<file path="src/rtl/uart_tx_stream.sv">
// Streaming UART transmitter: valid/ready input buffer, runtime baud divisor, per-frame
// length/parity/stop selection. Define UART_TX_FIFO_EN for a FIFO buffer with fifo_level.
module uart_tx_stream #(
  parameter int unsigned DATA_W     = 8,
  parameter int unsigned FIFO_DEPTH = 8
) (
  input  logic              clock,
  input  logic              rst,
  input  logic [15:0]       baud_div,
  input  logic [3:0]        data_len,
  input  logic [1:0]        parity_type,
  input  logic              stop_bits,
  input  logic [DATA_W-1:0] in_data,
  input  logic              in_valid,
  output logic              in_ready,
  output logic              data_out,
  output logic              parity_out,
  output logic              tx_active,
  output logic              tx_done
`ifdef UART_TX_FIFO_EN
  ,
  output logic [$clog2(FIFO_DEPTH):0] fifo_level
`endif
);

  if (DATA_W < 5 || DATA_W > 9 || FIFO_DEPTH < 2 || (FIFO_DEPTH & (FIFO_DEPTH - 1)) != 0)
  begin : g_param_check
    $error("uart_tx_stream: illegal DATA_W or FIFO_DEPTH");
  end

  localparam logic [3:0] MaxLen = 4'(DATA_W);

  typedef enum logic [2:0] {StIdle, StStart, StData, StParity, StStop} state_e;

  logic              push, pop, buf_empty;
  logic [DATA_W-1:0] buf_data;

  assign push = in_valid && in_ready;

`ifdef UART_TX_FIFO_EN
  localparam int unsigned PtrW = $clog2(FIFO_DEPTH);
  localparam int unsigned LvlW = PtrW + 1;

  logic [DATA_W-1:0] mem_q [FIFO_DEPTH];
  logic [PtrW-1:0]   wr_ptr_q, rd_ptr_q;
  logic [LvlW-1:0]   count_q;

  always_ff @(posedge clock or posedge rst) begin
    if (rst) begin
      wr_ptr_q <= '0;
      rd_ptr_q <= '0;
      count_q  <= '0;
    end else begin
      if (push) wr_ptr_q <= wr_ptr_q + PtrW'(1);
      if (pop)  rd_ptr_q <= rd_ptr_q + PtrW'(1);
      if (push && !pop)      count_q <= count_q + LvlW'(1);
      else if (pop && !push) count_q <= count_q - LvlW'(1);
    end
  end

  always_ff @(posedge clock) begin
    if (push) mem_q[wr_ptr_q] <= in_data;
  end

  assign in_ready   = (count_q != LvlW'(FIFO_DEPTH));
  assign buf_empty  = (count_q == '0);
  assign buf_data   = mem_q[rd_ptr_q];
  assign fifo_level = count_q;
`else
  logic              hold_valid_q;
  logic [DATA_W-1:0] hold_data_q;

  always_ff @(posedge clock or posedge rst) begin
    if (rst) begin
      hold_valid_q <= 1'b0;
      hold_data_q  <= '0;
    end else begin
      hold_valid_q <= (hold_valid_q && !pop) || push;
      if (push) hold_data_q <= in_data;
    end
  end

  assign in_ready  = !hold_valid_q;
  assign buf_empty = !hold_valid_q;
  assign buf_data  = hold_data_q;
`endif

  state_e            state_q, state_d;
  logic [15:0]       timer_q, timer_d, div_q, div_d;
  logic [3:0]        bit_cnt_q, bit_cnt_d, len_q, len_d, len_c;
  logic [DATA_W-1:0] shift_q, shift_d;
  logic              par_en_q, par_en_d, par_q, par_d, stop2_q, stop2_d;
  logic              stop_cnt_q, stop_cnt_d, done, load, par_calc, bit_end, last_bit;

  always_comb begin
    if (data_len < 4'd5)         len_c = 4'd5;
    else if (data_len > MaxLen)  len_c = MaxLen;
    else                         len_c = data_len;
  end

  // Parity covers only the bits that will actually be shifted out.
  always_comb begin
    par_calc = 1'b0;
    for (int i = 0; i < DATA_W; i++) begin
      if (i < int'(len_c)) par_calc = par_calc ^ buf_data[i];
    end
  end

  assign bit_end  = (timer_q == '0);
  assign last_bit = (bit_cnt_q == len_q - 4'd1);

  always_comb begin
    state_d    = state_q;
    timer_d    = timer_q;
    div_d      = div_q;
    bit_cnt_d  = bit_cnt_q;
    len_d      = len_q;
    shift_d    = shift_q;
    par_en_d   = par_en_q;
    par_d      = par_q;
    stop2_d    = stop2_q;
    stop_cnt_d = stop_cnt_q;
    done       = 1'b0;
    load       = 1'b0;
    pop        = 1'b0;
    if (state_q != StIdle && !bit_end) timer_d = timer_q - 16'd1;
    case (state_q)
      StIdle: load = !buf_empty;
      StStart: begin
        if (bit_end) begin
          state_d = StData;
          timer_d = div_q;
        end
      end
      StData: begin
        if (bit_end) begin
          timer_d   = div_q;
          shift_d   = shift_q >> 1;
          bit_cnt_d = bit_cnt_q + 4'd1;
          if (last_bit) state_d = par_en_q ? StParity : StStop;
        end
      end
      StParity: begin
        if (bit_end) begin
          state_d = StStop;
          timer_d = div_q;
        end
      end
      StStop: begin
        if (bit_end) begin
          if (stop2_q && !stop_cnt_q) begin
            stop_cnt_d = 1'b1;
            timer_d    = div_q;
          end else begin
            done    = 1'b1;
            state_d = StIdle;
            load    = !buf_empty;
          end
        end
      end
      default: state_d = StIdle;
    endcase
    // A pop from IDLE or from the end of STOP starts the next frame on this edge.
    if (load) begin
      pop        = 1'b1;
      state_d    = StStart;
      timer_d    = baud_div;
      div_d      = baud_div;
      len_d      = len_c;
      shift_d    = buf_data;
      bit_cnt_d  = 4'd0;
      stop2_d    = stop_bits;
      stop_cnt_d = 1'b0;
      par_en_d   = (parity_type == 2'b01) || (parity_type == 2'b10);
      par_d      = (parity_type == 2'b01) ? !par_calc :
                   (parity_type == 2'b10) ? par_calc : 1'b0;
    end
  end

  always_ff @(posedge clock or posedge rst) begin
    if (rst) begin
      state_q    <= StIdle;
      timer_q    <= '0;
      div_q      <= '0;
      bit_cnt_q  <= '0;
      len_q      <= 4'd5;
      shift_q    <= '0;
      par_en_q   <= 1'b0;
      par_q      <= 1'b0;
      stop2_q    <= 1'b0;
      stop_cnt_q <= 1'b0;
      tx_done    <= 1'b0;
    end else begin
      state_q    <= state_d;
      timer_q    <= timer_d;
      div_q      <= div_d;
      bit_cnt_q  <= bit_cnt_d;
      len_q      <= len_d;
      shift_q    <= shift_d;
      par_en_q   <= par_en_d;
      par_q      <= par_d;
      stop2_q    <= stop2_d;
      stop_cnt_q <= stop_cnt_d;
      tx_done    <= done;
    end
  end

  // Line decoded from state so reset forces it high without waiting for a clock.
  always_comb begin
    data_out = 1'b1;
    case (state_q)
      StStart:  data_out = 1'b0;
      StData:   data_out = shift_q[0];
      StParity: data_out = par_q;
      default:  data_out = 1'b1;
    endcase
  end

  assign parity_out = par_q;
  assign tx_active  = (state_q != StIdle);

endmodule

</file>
<file path="config.mk">
export PLATFORM = sky130hd
export DESIGN_NAME = uart_tx_stream
export DESIGN_NICKNAME = d
export VERILOG_FILES = /design/src/rtl/uart_tx_stream.sv
export SDC_FILE = /design/constraint.sdc
export NUM_CORES = 1
export LEC_CHECK = 0
export ABC_AREA = 1
export CORE_MARGIN = 1
export CORE_UTILIZATION = 40
export CTS_CLUSTER_SIZE = 8
export DETAILED_ROUTE_END_ITERATION = 10
export PLACE_DENSITY_LB_ADDON = 0.25
export SLEW_MARGIN = 0
export SYNTH_ARGS = -nofsm -noshare
export SYNTH_HDL_FRONTEND = slang
export SYNTH_SLANG_ARGS = --single-unit
</file>
<file path="constraint.sdc">
create_clock -name clock -period 2.9 [get_ports clock]
set_input_delay 0.58 -clock clock [delete_from_list [all_inputs] [get_ports clock]]
set_output_delay 0.58 -clock clock [all_outputs]
set_load 0.02 [all_outputs]
</file>
==> results of run 1 <==
## area by class of cell
type | count | area, um2
Clock buffer | 9 | 124
Fill cell | 899 | 4510
Clock inverter | 7 | 47.5
Inverter | 52 | 195
Multi-Input combinational cell | 359 | 1750
Timing Repair Buffer | 40 | 420
Sequential cell | 65 | 1630
Tap cell | 108 | 135
## worst paths after layout
kind | slack, ns | startpoint | to
worst max-delay path | 0.44 | state_q[2] | data_out
worst min-delay path | 0.48 | div_q[15] | div_q[15]
worst max register to register | 0.73 | timer_q[0] | bit_cnt_q[2]
worst min register to register | 0.48 | div_q[15] | div_q[15]
max in group asynchronous | 1.98 | rst | len_q[0]
min in group asynchronous | 0.63 | rst | len_q[3]
## report_power, final
| group | leakage, nW | internal, W | switching [W] |
|---|---|---|---|
| clock network | 0.0733 | 0.000306 | 0.000366 |
| registers | 0.789 | 0.00134 | 0.000320 |
| logic | 1.27 | 0.000797 | 0.00132 |
| total | 2.13 | 0.00244 | 0.00200 |
## registers in the layout, summed over array words and instances, names as in the netlist
name / cells
shift_q: 8
hold_valid_q: 1
len_q: 4
div_q: 16
state_q: 3
par_en_q: 1
bit_cnt_q: 4
stop_cnt_q: 1
parity_out: 1
tx_done: 1
timer_q: 16
stop2_q: 1
buf_data: 8
## layer usage
metal / wire (um) / track usage / part of all wire
met1: 3480 / 0.202 / 0.46
met4: 73 / 0.0501 / 0.0096
met5: 0 / 0 / 0
met3: 304 / 0.0480 / 0.040
met2: 3720 / 0.303 / 0.49
## layout by cell type, fill, tap and decap left out, drive strengths merged
| cell type | count |
|---|---|
| a21oi | 12 |
| a22oi | 5 |
| buf | 2 |
| clkbuf | 9 |
| clkdlybuf4s50 | 38 |
| clkinv | 2 |
| clkinvlp | 5 |
| dfrtp | 63 |
| dfstp | 2 |
| ha | 5 |
| inv | 52 |
| mux2 | 2 |
| nand2 | 171 |
| nand3 | 66 |
| nand4 | 6 |
| nor2 | 53 |
| nor3 | 1 |
| nor4 | 1 |
| o211ai | 2 |
| o21a | 1 |
| o21ai | 15 |
| o21bai | 1 |
| o22ai | 1 |
| or2 | 5 |
| xnor2 | 3 |
| xor2 | 9 |
## through the flow
| step | utilization | power (W) | instances | cell area (um2) |
|---|---|---|---|---|
| after floorplan | - | 0.00338 | 489 | 3680 |
| after global placement | 0.469 | 0.00375 | 624 | 4130 |
| after detailed placement | 0.469 | 0.00380 | 624 | 4130 |
| after CTS | 0.488 | 0.00450 | 640 | 4300 |
| after global routing | 0.488 | 0.00489 | 640 | 4300 |
| final | 0.488 | 0.00444 | 640 | 4300 |
## cell families (layout without fill, tap and decap cells)
kind of cell	count (synthesis)	after routing
adder cells (fa/ha/maj)	5	5
multiplexers	2	2
AND/OR/NAND/NOR	303	303
buffers and inverters	65	108
AO/OA/AOI/OAI	37	37
XOR/XNOR	12	12
flip-flops	65	65
## worst max-delay path: cells and delay by family, from the launching register on
kind                   cells  cell delay, ns
buffers and inverters      2            0.68
AND/OR/NAND/NOR            4            0.45
flip-flops                 1            0.39
==> impl_metrics.env, run 1 <==
export IMPL_status="finished with violations"
export IMPL_violations="DRC"
export IMPL_setup_viol=0
export IMPL_syn_mean_instance_area_um2=7.54
export IMPL_h_tree_depth=3
export IMPL_cts_sinks=65
export IMPL_first_pass_iters=7
export IMPL_antenna_left=0
export IMPL_ys_seq_elements=65
export IMPL_yosys_top_cells_area="dfrtp_1, nand2_1, nand3_1, inv_1, nor2_1"
export IMPL_cts_tree="done"
export IMPL_grt_overflow_total=0
export IMPL_finalSetupTns_ns=0
export IMPL_clk_pin_slew_worst_paths_ns=0.07
export IMPL_fin_ws_ns=0.439
export IMPL_dp_hpwl_mm=5.37
export IMPL_critical_path_max_fanout=4
export IMPL_synth_most_common_cell="nand2_1"
export IMPL_tightest_slew_ns=0.773
export IMPL_synth_top_family_by_area="simple AND/OR/NAND/NOR gates"
export IMPL_holdPathStages=2
export IMPL_synth_compound_area_frac=0.0598
export IMPL_clockRootBuffer="clkbuf_8"
export IMPL_via_per_inst=4.89
export IMPL_synthArstFlopShare=1.00
export IMPL_hold_path_class="flip-flop to flip-flop"
export IMPL_synth_flop_cell="dfrtp_1"
export IMPL_seq_area_frac_synth=0.442
export IMPL_drv_slew=0
export IMPL_path_class="flip-flop to primary output"
export IMPL_cts_max_path_buffers=2
export IMPL_area_growth_syn_to_layout_pct=16.6
export IMPL_antenna_cells=0
export IMPL_leakage_nw=2.13
export IMPL_synth_fa_ha_area_frac=0.0170
export IMPL_cts_resized=0
export IMPL_post_place_ws_ns=0.731
export IMPL_hold_viol=0
export IMPL_die_area_um2=9600
export IMPL_synth_fp_nets=528
export IMPL_crit_top_cell="nand2_1"
export IMPL_skew_ns=0.0100
export IMPL_wirelength_mm=7.58
export IMPL_place_congestion=0.873
export IMPL_syn_inst=489
export IMPL_yosys_warnings=0
export IMPL_max_stage_delay_ns=0.60
export IMPL_start_util=0.418
export IMPL_postCtsSetupRepairBufs=0
export IMPL_grt_pass1_wl_mm=13.2
export IMPL_cts_buffers=9
export IMPL_coreArea_um2=8810
export IMPL_timing_final_crit_share=0.849
export IMPL_r2r_cells=9
export IMPL_hold_slack_ns=0.478
export IMPL_synth_area_mux_share=0.00611
export IMPL_fp_row_count=34
export IMPL_die_h_um=98.0
export IMPL_rsz0062_at_grt="false"
export IMPL_cp_start_kind="flip-flop"
export IMPL_wire_per_inst_um=11.8
export IMPL_synth_common_cells="nand2_1, nand3_1, dfrtp_1"
export IMPL_synth_top_cell_by_area="dfrtp_1"
export IMPL_cp_end_kind="primary output"
export IMPL_clk_latency_ns=0.35
export IMPL_slew_headroom=0.484
export IMPL_ir_worst_vdd_mv=0.472
export IMPL_drive_gt1_frac=0.103
export IMPL_synthSimpleGateAreaFrac=0.363
export IMPL_synth_xor_area_frac=0.0285
export IMPL_ys_types=37
export IMPL_die_w_um=98.0
export IMPL_grt_antenna_before_repair=0
export IMPL_drcViolationCount=2
export IMPL_fin_crit_ns=2.46
export IMPL_critPathRequiredTime_ns=2.32
export IMPL_grt_max_degree=66
export IMPL_cp_slowest_cell="clkdlybuf4s50_1"
export IMPL_grt_pass1_vias=2990
export IMPL_arrival_ns=1.88
export IMPL_synth_edf_count=0
export IMPL_max_cap_viol_count=0
export IMPL_syn_cell_area_um2=3680
export IMPL_nNetsFinal=566
export IMPL_cts_hold_buf=0
export IMPL_grt_total_usage=0.171
export IMPL_synth_top_cell_area_share=0.428
export IMPL_num_vias=3132
export IMPL_path_cells="inv_1 > nand2_1 > nor2_1 > nand2_1 > nand3_1 > clkdlybuf4s50_1"
export IMPL_p_per_area_nw_per_um2=1030
export IMPL_max_freq_ghz=0.406
export IMPL_dr_first_iter_drc_count=142
export IMPL_ios=39
export IMPL_port_buffers=38
No activity file was read; power rests on OpenSTA's default activity.
==> inputs of run 2 (changes only) <==
clock period = 2.51 ns   (was 2.9 ns; I/O delays follow)
==> impl_metrics.env, run 2 (synthesis results as in run 1) <==
export IMPL_setup_viol=0
export IMPL_hold_path_class="primary input to async pin"
export IMPL_p_int_w=0.00288
export IMPL_grt_overflow_total=0
export IMPL_ff2ff_setup_slack_ns=0.36
export IMPL_ir_worst_vdd_mv=0.496
export IMPL_grt_total_usage=0.175
export IMPL_wirelength_mm=7.66
export IMPL_p_per_area_nw_per_um2=1190
export IMPL_path_class="flip-flop to primary output"
export IMPL_worstSetupStartpoint="state_q[2]"
export IMPL_grt_pass1_vias=2999
export IMPL_drv_slew=0
export IMPL_p_comb_frac=0.476
export IMPL_via_per_inst=4.84
export IMPL_arrival_ns=1.82
export IMPL_p_total_w=0.00516
export IMPL_layout_common_cells="nand2_1, nand3_1, dfrtp_1"
export IMPL_drcViolationCount=2
export IMPL_max_cap_viol_count=0
export IMPL_violations="DRC"
export IMPL_largestRegisters="div_q (16), timer_q (16)"
export IMPL_rsz0062_at_grt="false"
export IMPL_clk_pin_slew_worst_paths_ns=0.07
export IMPL_fin_crit_ns=2.32
export IMPL_first_pass_iters=7
export IMPL_cp_end_kind="primary output"
export IMPL_area_growth_syn_to_layout_pct=17.2
export IMPL_hold_viol=0
export IMPL_place_congestion=0.864
export IMPL_ios=39
export IMPL_leakage_nw=2.17
export IMPL_nNetsFinal=570
export IMPL_endpoint="data_out"
export IMPL_die_h_um=98.0
export IMPL_die_area_um2=9600
export IMPL_dp_hpwl_mm=5.74
export IMPL_grt_max_degree=50
export IMPL_max_freq_ghz=0.431
export IMPL_skew_ns=0.00810
export IMPL_num_vias=3114
export IMPL_drive_gt1_frac=0.108
export IMPL_finalSetupTns_ns=0
export IMPL_status="finished with violations"
export IMPL_mostFrequentLayoutCell="nand2_1"
export IMPL_critPathRequiredTime_ns=2.01
export IMPL_port_buffers=38
export IMPL_power_frac_seq=0.369
export IMPL_timing_final_crit_share=0.924
export IMPL_switching_power_w=0.00229
export IMPL_antenna_left=0
export IMPL_h_tree_depth=3
export IMPL_dr_first_iter_drc_count=164
export IMPL_critical_path_max_fanout=4
export IMPL_clockRootBuffer="clkbuf_8"
export IMPL_cts_sinks=65
export IMPL_slew_headroom=0.502
export IMPL_rr_endpoint="bit_cnt_q[2]"
export IMPL_r2r_start="timer_q[0]"
export IMPL_die_w_um=98.0
export IMPL_antenna_cells=0
export IMPL_p_sw_frac=0.443
export IMPL_cts_max_path_buffers=2
export IMPL_clk_latency_ns=0.34
export IMPL_r2r_cells=9
export IMPL_tightest_slew_ns=0.746
export IMPL_grt_antenna_before_repair=0
export IMPL_cts_tree="done"
export IMPL_power_frac_clock=0.155
export IMPL_wire_per_inst_um=11.9
export IMPL_start_util=0.418
export IMPL_grt_pass1_wl_mm=13.5
export IMPL_coreArea_um2=8810
export IMPL_cts_buffers=9
export IMPL_cp_start_kind="flip-flop"
export IMPL_fp_row_count=34
-- run 2: what timing repair did --
action,CTS,global route
hold buffers,0,0
gates resized for setup,0,1
setup buffers,0,0
endpoints found under the setup margin,0,1
-- run 2: worst min path at each step --
stage	startpoint	end	slack, ns	cells after the start
floorplan	stop2_q	stop2_q	0.44	2
global placement	div_q[1]	div_q[1]	0.46	2
detailed placement	div_q[0]	div_q[0]	0.46	2
CTS	rst	len_q[3]	0.48	2
global route	div_q[3]	div_q[3]	0.49	2
finish	rst	len_q[3]	0.47	2
-- run 2: layer usage --
layer | wire (um) | vias up | track usage
met1 | 3490 | 1418 | 0.215
met5 | 0 | - | 0
met2 | 3800 | 48 | 0.302
li1 | - | 1638 | -
met3 | 278 | 10 | 0.0480
met4 | 93 | 0 | 0.0478
-- run 2: layout make-up --
cell class | instances | area [um2]
fillers | 870 | 4490
inverters | 52 | 195
clock inverters | 3 | 15.0
clock buffers | 13 | 159
multi-input cells | 359 | 1750
flip-flops and latches | 65 | 1630
repair buffers | 44 | 438
well taps | 108 | 135
-- run 2: power groups by stage --
stage	logic (W)	clock network (W)	registers, W
3_3_place_gp	0.00241	0	0.00191
5_1_grt	0.00286	0.000868	0.00198
6_report	0.00246	0.000798	0.00191
4_1_cts	0.00250	0.000823	0.00191
3_5_place_dp	0.00249	0	0.00192
2_1_floorplan	0.00207	0	0.00183
-- run 2: critical path, stage by stage, from the launching register on --
cell and delay (ns):
dfrtp_1 0.39, inv_1 0.09, nand2_1 0.09, nor2_2 0.16
nand2_1 0.07, nand3_1 0.08, clkdlybuf4s50_1 0.60
-- run 2: through the flow --
| step | utilization | std cells | setup slack (ns) | hold slack, ns | area, um2 |
|---|---|---|---|---|---|
| global placement | 0.471 | 628 | 0.401 | 0.456 | 4140 |
| global route | 0.491 | 644 | 0.0412 | 0.492 | 4320 |
| finish | 0.491 | 644 | 0.190 | 0.467 | 4320 |
| CTS | 0.490 | 644 | 0.0960 | 0.476 | 4320 |
| floorplan | - | 489 | 0.385 | 0.442 | 3680 |
| detailed placement | 0.471 | 628 | 0.343 | 0.461 | 4140 |
